--- src/rtl/cache_mem_arbiter_pkg.sv ---
// Shared types for the cache/memory line-port arbiter.
// Arbiter FSM states, grant source tags and perf counter width.
package cache_mem_arbiter_pkg;

    typedef enum logic [1:0] {
        IDLE   = 2'd0,
        I_BUSY = 2'd1,
        D_BUSY = 2'd2
    } arb_state_t;

    typedef enum logic {
        SRC_I = 1'b0,
        SRC_D = 1'b1
    } arb_src_t;

    localparam int PERF_W = 32;

endpackage

--- src/rtl/cache_mem_arbiter_perf.sv ---
// arb_perf_cnt: grant and conflict event counters for the arbiter.
// Ports: clk, rst_n, grant_i/grant_d/conflict in; perf_* 32-bit out.
`ifdef CACHE_ARB_PERF_EN
module arb_perf_cnt
    import cache_mem_arbiter_pkg::*;
(
    input  logic              clk,
    input  logic              rst_n,
    input  logic              grant_i,
    input  logic              grant_d,
    input  logic              conflict,
    output logic [PERF_W-1:0] perf_i_grants,
    output logic [PERF_W-1:0] perf_d_grants,
    output logic [PERF_W-1:0] perf_conflict_cycles
);

    // Counters wrap naturally at 2^32.
    always_ff @(posedge clk or negedge rst_n) begin
        if (!rst_n) begin
            perf_i_grants        <= '0;
            perf_d_grants        <= '0;
            perf_conflict_cycles <= '0;
        end else begin
            if (grant_i)
                perf_i_grants <= perf_i_grants + 1'b1;
            if (grant_d)
                perf_d_grants <= perf_d_grants + 1'b1;
            if (conflict)
                perf_conflict_cycles <= perf_conflict_cycles + 1'b1;
        end
    end

endmodule
`endif

--- src/rtl/cache_mem_arbiter.sv ---
// Shares one pmem line port between I-cache and D-cache miss paths.
// D has priority; after STARVE_LIMIT D grants with I waiting, I is forced.
// Ports: i_pmem_* / d_pmem_* cache side, pmem_* adaptor side, perf_* counters.
// Optional: CACHE_ARB_PERF_EN enables perf counters (else perf_* tied to 0).
module cache_mem_arbiter
    import cache_mem_arbiter_pkg::*;
#(
    parameter int ADDR_W       = 32,
    parameter int LINE_W       = 256,
    parameter int STARVE_LIMIT = 4
) (
    input  logic              clk,
    input  logic              rst_n,
    input  logic              i_pmem_read,
    input  logic [ADDR_W-1:0] i_pmem_address,
    output logic [LINE_W-1:0] i_pmem_rdata,
    output logic              i_pmem_resp,
    input  logic              d_pmem_read,
    input  logic              d_pmem_write,
    input  logic [ADDR_W-1:0] d_pmem_address,
    input  logic [LINE_W-1:0] d_pmem_wdata,
    output logic [LINE_W-1:0] d_pmem_rdata,
    output logic              d_pmem_resp,
    output logic              pmem_read,
    output logic              pmem_write,
    output logic [ADDR_W-1:0] pmem_address,
    output logic [LINE_W-1:0] pmem_wdata,
    input  logic [LINE_W-1:0] pmem_rdata,
    input  logic              pmem_resp,
    output logic [PERF_W-1:0] perf_i_grants,
    output logic [PERF_W-1:0] perf_d_grants,
    output logic [PERF_W-1:0] perf_conflict_cycles
);

    localparam int CNT_W = $clog2(STARVE_LIMIT + 1);
    localparam logic [CNT_W-1:0] LIMIT = CNT_W'(STARVE_LIMIT);

    arb_state_t        state;
    logic              op_write;
    logic [ADDR_W-1:0] addr_q;
    logic [LINE_W-1:0] wdata_q;
    logic [CNT_W-1:0]  starve_cnt;

    logic     d_req;
    logic     force_i;
    logic     grant_d;
    logic     grant_i;
    logic     busy_i;
    logic     busy_d;
    arb_src_t grant_src;

    always_comb begin
        d_req     = d_pmem_read | d_pmem_write;
        force_i   = i_pmem_read && (starve_cnt == LIMIT);
        grant_d   = (state == IDLE) && d_req && !force_i;
        grant_i   = (state == IDLE) && i_pmem_read && !grant_d;
        grant_src = grant_d ? SRC_D : SRC_I;
        busy_i    = (state == I_BUSY);
        busy_d    = (state == D_BUSY);
    end

    always_ff @(posedge clk or negedge rst_n) begin
        if (!rst_n) begin
            state      <= IDLE;
            op_write   <= 1'b0;
            addr_q     <= '0;
            wdata_q    <= '0;
            starve_cnt <= '0;
        end else begin
            unique case (state)
                IDLE: begin
                    if (grant_d || grant_i) begin
                        state  <= grant_d ? D_BUSY : I_BUSY;
                        addr_q <= (grant_src == SRC_D) ?
                                  d_pmem_address : i_pmem_address;
                        // Write wins when a cache raises both strobes.
                        op_write <= grant_d && d_pmem_write;
                        if (grant_d)
                            wdata_q <= d_pmem_wdata;
                        // Only D grants that bypass a waiting I count
                        // toward starvation; anything else resets it.
                        if (grant_d && i_pmem_read) begin
                            if (starve_cnt != LIMIT)
                                starve_cnt <= starve_cnt + 1'b1;
                        end else begin
                            starve_cnt <= '0;
                        end
                    end
                end
                I_BUSY, D_BUSY: begin
                    if (pmem_resp)
                        state <= IDLE;
                end
                default: state <= IDLE;
            endcase
        end
    end

    // Strobes come purely from registered state so reset drops them
    // asynchronously and requests never reach the adaptor combinationally.
    always_comb begin
        pmem_read    = busy_i | (busy_d & ~op_write);
        pmem_write   = busy_d & op_write;
        pmem_address = addr_q;
        pmem_wdata   = wdata_q;
        i_pmem_resp  = busy_i & pmem_resp;
        d_pmem_resp  = busy_d & pmem_resp;
        i_pmem_rdata = i_pmem_resp ? pmem_rdata : '0;
        d_pmem_rdata = d_pmem_resp ? pmem_rdata : '0;
    end

`ifdef CACHE_ARB_PERF_EN
    logic conflict;

    assign conflict = (busy_i & d_req) | (busy_d & i_pmem_read);

    arb_perf_cnt u_perf (
        .clk                  (clk),
        .rst_n                (rst_n),
        .grant_i              (grant_i),
        .grant_d              (grant_d),
        .conflict             (conflict),
        .perf_i_grants        (perf_i_grants),
        .perf_d_grants        (perf_d_grants),
        .perf_conflict_cycles (perf_conflict_cycles)
    );
`else
    assign perf_i_grants        = '0;
    assign perf_d_grants        = '0;
    assign perf_conflict_cycles = '0;
`endif

endmodule

--- config.mk ---
export PLATFORM = sky130hd
export DESIGN_NAME = cache_mem_arbiter
export DESIGN_NICKNAME = d
export VERILOG_FILES = /design/src/rtl/cache_mem_arbiter_pkg.sv /design/src/rtl/cache_mem_arbiter_perf.sv /design/src/rtl/cache_mem_arbiter.sv
export SDC_FILE = /design/constraint.sdc
export NUM_CORES = 1
export LEC_CHECK = 0
export BUFFER_PORTS_ARGS = -buffer_cell sky130_fd_sc_hd__buf_4
export CAP_MARGIN = 20
export CORE_AREA = 2 2 571 573
export CTS_CLUSTER_DIAMETER = 50
export DETAILED_ROUTE_END_ITERATION = 6
export DIE_AREA = 0 0 573 575
export SYNTH_ARGS = -nofsm -noshare
export SYNTH_HDL_FRONTEND = slang
export SYNTH_SLANG_ARGS = --single-unit
--- constraint.sdc ---
create_clock -name clk -period 2.47 [get_ports clk]
set_clock_uncertainty 0.05 [all_clocks]
set_input_delay 0.247 -clock clk [delete_from_list [all_inputs] [get_ports clk]]
set_output_delay 0.247 -clock clk [all_outputs]
set_load 0.1 [all_outputs]
# Word-level counts from Yosys, hierarchy flattened
# Cells that the tools add are included.
totals:
  register_bits: 294
  latchBits: 0
  mem_bits_rw: 0
  romBits: 0
  in_bits: 582
  word_cells: 46
  mem_count: 0
classes:
  n_addsub: 1
  mul: 0
  n_div: 0
  n_lt_le_gt_ge: 0
  eq_ne: 7
  shifts: 0
  mux: 10
  n_bitwise: 7
  reduce_logical: 16
ops:
  columns: ["operator", "count"]
  rows:
  - ["two-way mux 256 bit", 2]
  - ["two-way mux 32 bit", 1]
  - ["logical AND 1 bit", 7]
  - ["two-way mux 2 bit", 3]
  - ["two-way mux 3 bit", 2]
  - ["AND reduction 3 bit", 2]
  - ["AND 1 bit", 4]
  - ["!= test 2 x 1 -> 1 bit (second input constant)", 2]
  - ["case mux 2 bit (2 select lines)", 1]
  - ["AND reduction 2 bit", 2]
  - ["adder 3 x 1 -> 3 bit (second input constant)", 1]
  - ["== test 3 bit (second input constant)", 1]
  - ["!= test 3 bit (second input constant)", 1]
  - ["== test 2 x 1 -> 1 bit (second input constant)", 1]
  - ["== test 2 bit (second input constant)", 1]
  - ["zero test 1 bit", 2]
  - ["zero test 2 bit", 1]
  - ["!= test 2 bit (second input constant)", 1]
  - ["OR 1 bit", 2]
  - ["OR reduction 2 bit", 1]
  - ["logical OR 1 bit", 1]
  - ["two-way mux 1 bit", 1]
  - ["NOT 1 bit", 1]

# Logic depth before layout (Yosys ltp)
depth:
  ltp_word: 9
  depth_mapped: 8
  mapped_depth_nobuf: 5

# Worst setup path before layout
# No wires, ideal clock.
synth_timing:
  path_kind: "reg-to-output"
  startpoint: "register state[0]"
  endpoint: "output port d_pmem_rdata[100]"
  arrival_ps: 2086
  required_ps: 2173
  slack_ps: 87
  stages_incl_launch_ff: 7
  path_buffers: 3
  path_cell_list: "dfrtp_1 > inv_1 > ha_1 > clkbuf_1 > clkbuf_1 > clkbuf_1 > and3_1"
synth_via:
  elab_chain_len: 3
synth_rtl:
  columns: ["item", "line", "source"]
  rows:
  - ["start: declaration", "cache_mem_arbiter.sv:38", "arb_state_t state;"]
  - ["start signal: assignment", "cache_mem_arbiter.sv:73", "state <= grant_d ? D_BUSY : I_BUSY;"]
  - ["== test 2 bit", "cache_mem_arbiter.sv:59", "busy_d = (state == D_BUSY);"]
  - ["AND 1 bit", "cache_mem_arbiter.sv:107", "d_pmem_resp = busy_d & pmem_resp;"]
  - ["two-way mux 256 bit", "cache_mem_arbiter.sv:109", "d_pmem_rdata = d_pmem_resp ? pmem_rdata : '0;"]
  - ["end: declaration", "cache_mem_arbiter.sv:22", "output logic [LINE_W-1:0] d_pmem_rdata,"]
# No other way between the ends.

# Final worst setup path
layout_timing:
  startpoint: "register state[1]"
  endpoint: "output port i_pmem_rdata[29]"
layout_via:
  elab_chain_len: 3
layout_rtl:
  columns: ["item", "line", "source"]
  rows:
  - ["== test 2 x 1 -> 1 bit", "cache_mem_arbiter.sv:58", "busy_i = (state == I_BUSY);"]
  - ["AND 1 bit", "cache_mem_arbiter.sv:106", "i_pmem_resp = busy_i & pmem_resp;"]
  - ["two-way mux 256 bit", "cache_mem_arbiter.sv:108", "i_pmem_rdata = i_pmem_resp ? pmem_rdata : '0;"]
  - ["end: declaration", "cache_mem_arbiter.sv:16", "output logic [LINE_W-1:0] i_pmem_rdata,"]
# No other way between the ends.

==> reports/qor.yml <==
status: "finished, violations left"
violations: "negative setup slack"
ys_types: 30
setup_viol: 291
fin_util_pct: 13.39
hold_class: "input port to asynchronous set/reset pin"
drt-wirelength-per-cell_um: 31.38
layout_common_cells: "1017 x buf_4, 392 x buf_12, 324 x dlygate4sd3_1"
vias: 19990
ant_nets: 0
cp.required_ns: 2.17
syn_to_final_growth_pct: 163.6
core_sq_um: 323200
cts_made_buffers: 42
switching_power_mw: 41.64
ys_ff_latch: 294
worstMarginPinSlew_ns: 0.7048
highest_layer: "met5"
p_sw_share_pct: 64.34
drc_errors: 0
finalHoldViolations: 0
pin_count: 1482
grt_overflow: 0
critPathArrivalTime_ns: 2.28
ir_drop_mv: 1.508
max-cap-violations: 0
drt_pass1_iterations: 4
r2r_end: "pmem_wdata[30]"
crit_type: "register to output port"
cts_max_level: 2
place_area_sq_um: 32980
die_w_um: 573
dp_hpwl_um: 204500
viasPerCell: 2.665
slew_headroom_pct: 52.42
intPower_mw: 23.07
layout.nets: 3692
fin_crit_sh_pct: 104.4
pwr-share-seq_pct: 13.9
die_h_um: 575
reg2reg_slack_ns: 0.06
combinationalPowerShare_pct: 76.4
fp.dieArea_sq_um: 329500
grt_first_pass_wirelength_um: 275600
rsz0062_at_grt: "yes"
rows: 209
synth_cells: 1412
port_buffers: 1385
grt_max_degree: 126
place_congestion: 0.9933
period_needed_ns: 2.579
final.setup.tns_ns: -12.63
worst_setup_path_end_kind: "output port"
root_buffer: "clkbuf_16"
finalWorstSetupSlack_ns: -0.1092
p_per_area_nw_per_um2: 1495
final_common_cell: "buf_4"
dr_wl_met3_um: 36580
floorplan.initialDensity_pct: 5.081
clock_path_buffers: 3
grt_pass1_vias: 19980
final_layout_size_suffix_gt1_share_pct: 67.44
clkPwrFrac_pct: 9.8
total_power_mw: 64.71
wl_met2_um: 109200
synth_area_sq_um: 16420
avgSynthCellArea_sq_um: 11.63
ys_seq_area_share_pct: 44.80
power.leakage_nw: 19.12
cts.reportedPaths.clkPinSlew_ns: 0.06
clkSinkCount: 294
wl_met1_um: 79350
reg2reg_from: "state[1]"
clk_latency_ns: 0.61
ys_warn_count: 0
antenna_found_initial: 170
fill_cells: 36200
dr.first_iter.drc_count: 1105
fmax_mhz: 387.7
cts_tree: "built"
cp-start-kind: "register"
crit_path_max_fanout: 38
stdcell_area_sq_um: 43290
worst_r2r_path_depth: 7
grt_util_all_layers_pct: 13.51
wirelength_um: 235400
finalMaxSlewViolations: 0
per-stage QoR:
step	std cells	setup WS, ns	hold slack, ns
5_1_grt	7491	-0.2427	0.09288
3_5_place_dp	7019	0.07560	0.1893
2_1_floorplan	1507	0.08652	-0.09859
3_3_place_gp	7019	0.1101	0.1853
6_report	7501	-0.1092	0.1069
4_1_cts	7454	-0.2044	0.07238
power groups by stage:
stage | registers [mW] | clock network, mW | logic, mW
finish | 8.98 | 6.32 | 49.4
global route | 9.30 | 6.71 | 51.2
CTS | 8.98 | 6.58 | 49.0
detailed placement | 8.90 | 0 | 46.1
global placement | 8.94 | 0 | 46.1
floorplan | 26.3 | 0 | 13.8
critical path, cell delays in order (launching register included):
cell	delay, ns
dfrtp_1	0.42
inv_2	0.10
ha_4	0.14
buf_12	0.15
buf_12	0.16
buf_16	0.20
and3_1	0.25
buf_12	0.20
cell families (layout without fill, tap and decap cells):
logic type / Yosys count / in the layout / synth area share (%)
flip-flops: 294 / 294 / 44.80
buffers and inverters: 252 / 1881 / 9.249
multiplexers: 321 / 321 / 24.88
AND/OR/NAND/NOR: 529 / 529 / 20.17
AO/OA/AOI/OAI: 9 / 9 / 0.4267
other: 1 / 136 / 0.02283
adder cells (fa/ha/maj): 6 / 6 / 0.4571
synth_stat cells:
cell type    n  area [sq um]
a21o_1       1         7.510
conb_1       1         3.750
nand2_4      1         11.26
buf_6        4         45.04
nor4_1       1         6.260
o311ai_0     1         8.760
mux2_4     126          1892
nand2_1      4         15.01
a221o_1      1         10.01
nor2_1       2         7.510
and3_1     513          3209
and2_1       3         18.77
nand3b_4     1         20.02
ha_1         6         75.07
buf_8       11         165.2
clkbuf_1   113         424.2
mux2_2     194          2185
o32ai_1      1         8.760
dfrtp_1    294          7357
nor3b_1      1         7.510
nand3_1      2         10.01
buf_2        8         40.04
o22ai_1      1         6.260
mux2i_1      1         10.01
nor2b_1      1         6.260
a21oi_1      2         10.01
buf_4      109         818.3
a32o_1       1         10.01
a2bb2oi_1    1         8.760
inv_1        7         26.28
timing repair:
item,in CTS,in global routing
gates cloned,13,9
pin swaps,17,29
setup buffers,23,4
setup endpoints to repair,512,611
hold endpoints to repair,518,0
hold buffers,324,0
gates resized for setup,649,481
area by class of cell:
type | instances | area (sq um) | share of cell area (%)
multi-input combinational | 961 | 9139 | 21.11
timing repair buffer | 1798 | 19840 | 45.82
clock buffer | 52 | 1140 | 2.633
sequential | 294 | 7357 | 17.00
antenna | 40 | 100.1 | 0.2312
clock inverter | 24 | 277.8 | 0.6417
inverter | 7 | 26.28 | 0.06070
tap | 4325 | 5411 | 12.50
sequential cells by signal (all words and copies together), names as in the netlist:
signal / flops
pmem_address: 32
state: 2
op_write: 1
pmem_wdata: 256
starve_cnt: 3
routing by layer:
layer	vias to the layer above	global-route usage, %
met5	-	0
met4	32	4.553
met3	459	9.023
met2	1519	22.40
met1	9719	13.52
li1	8260	-
how the worst max path moves through the flow:
| stage | from | to | slack, ns | cells after the start |
|---|---|---|---|---|
| 2_1_floorplan | state[0] | d_pmem_rdata[100] | 0.09 | 6 |
| 3_3_place_gp | state[0] | pmem_wdata[38] | 0.11 | 5 |
| 3_5_place_dp | state[0] | pmem_wdata[215] | 0.08 | 5 |
| 4_1_cts | state[1] | i_pmem_rdata[20] | -0.20 | 7 |
| 5_1_grt | state[1] | i_pmem_rdata[220] | -0.24 | 7 |
| 6_report | state[1] | i_pmem_rdata[29] | -0.11 | 7 |
Note: power is estimated with default switching activity, not from simulation.
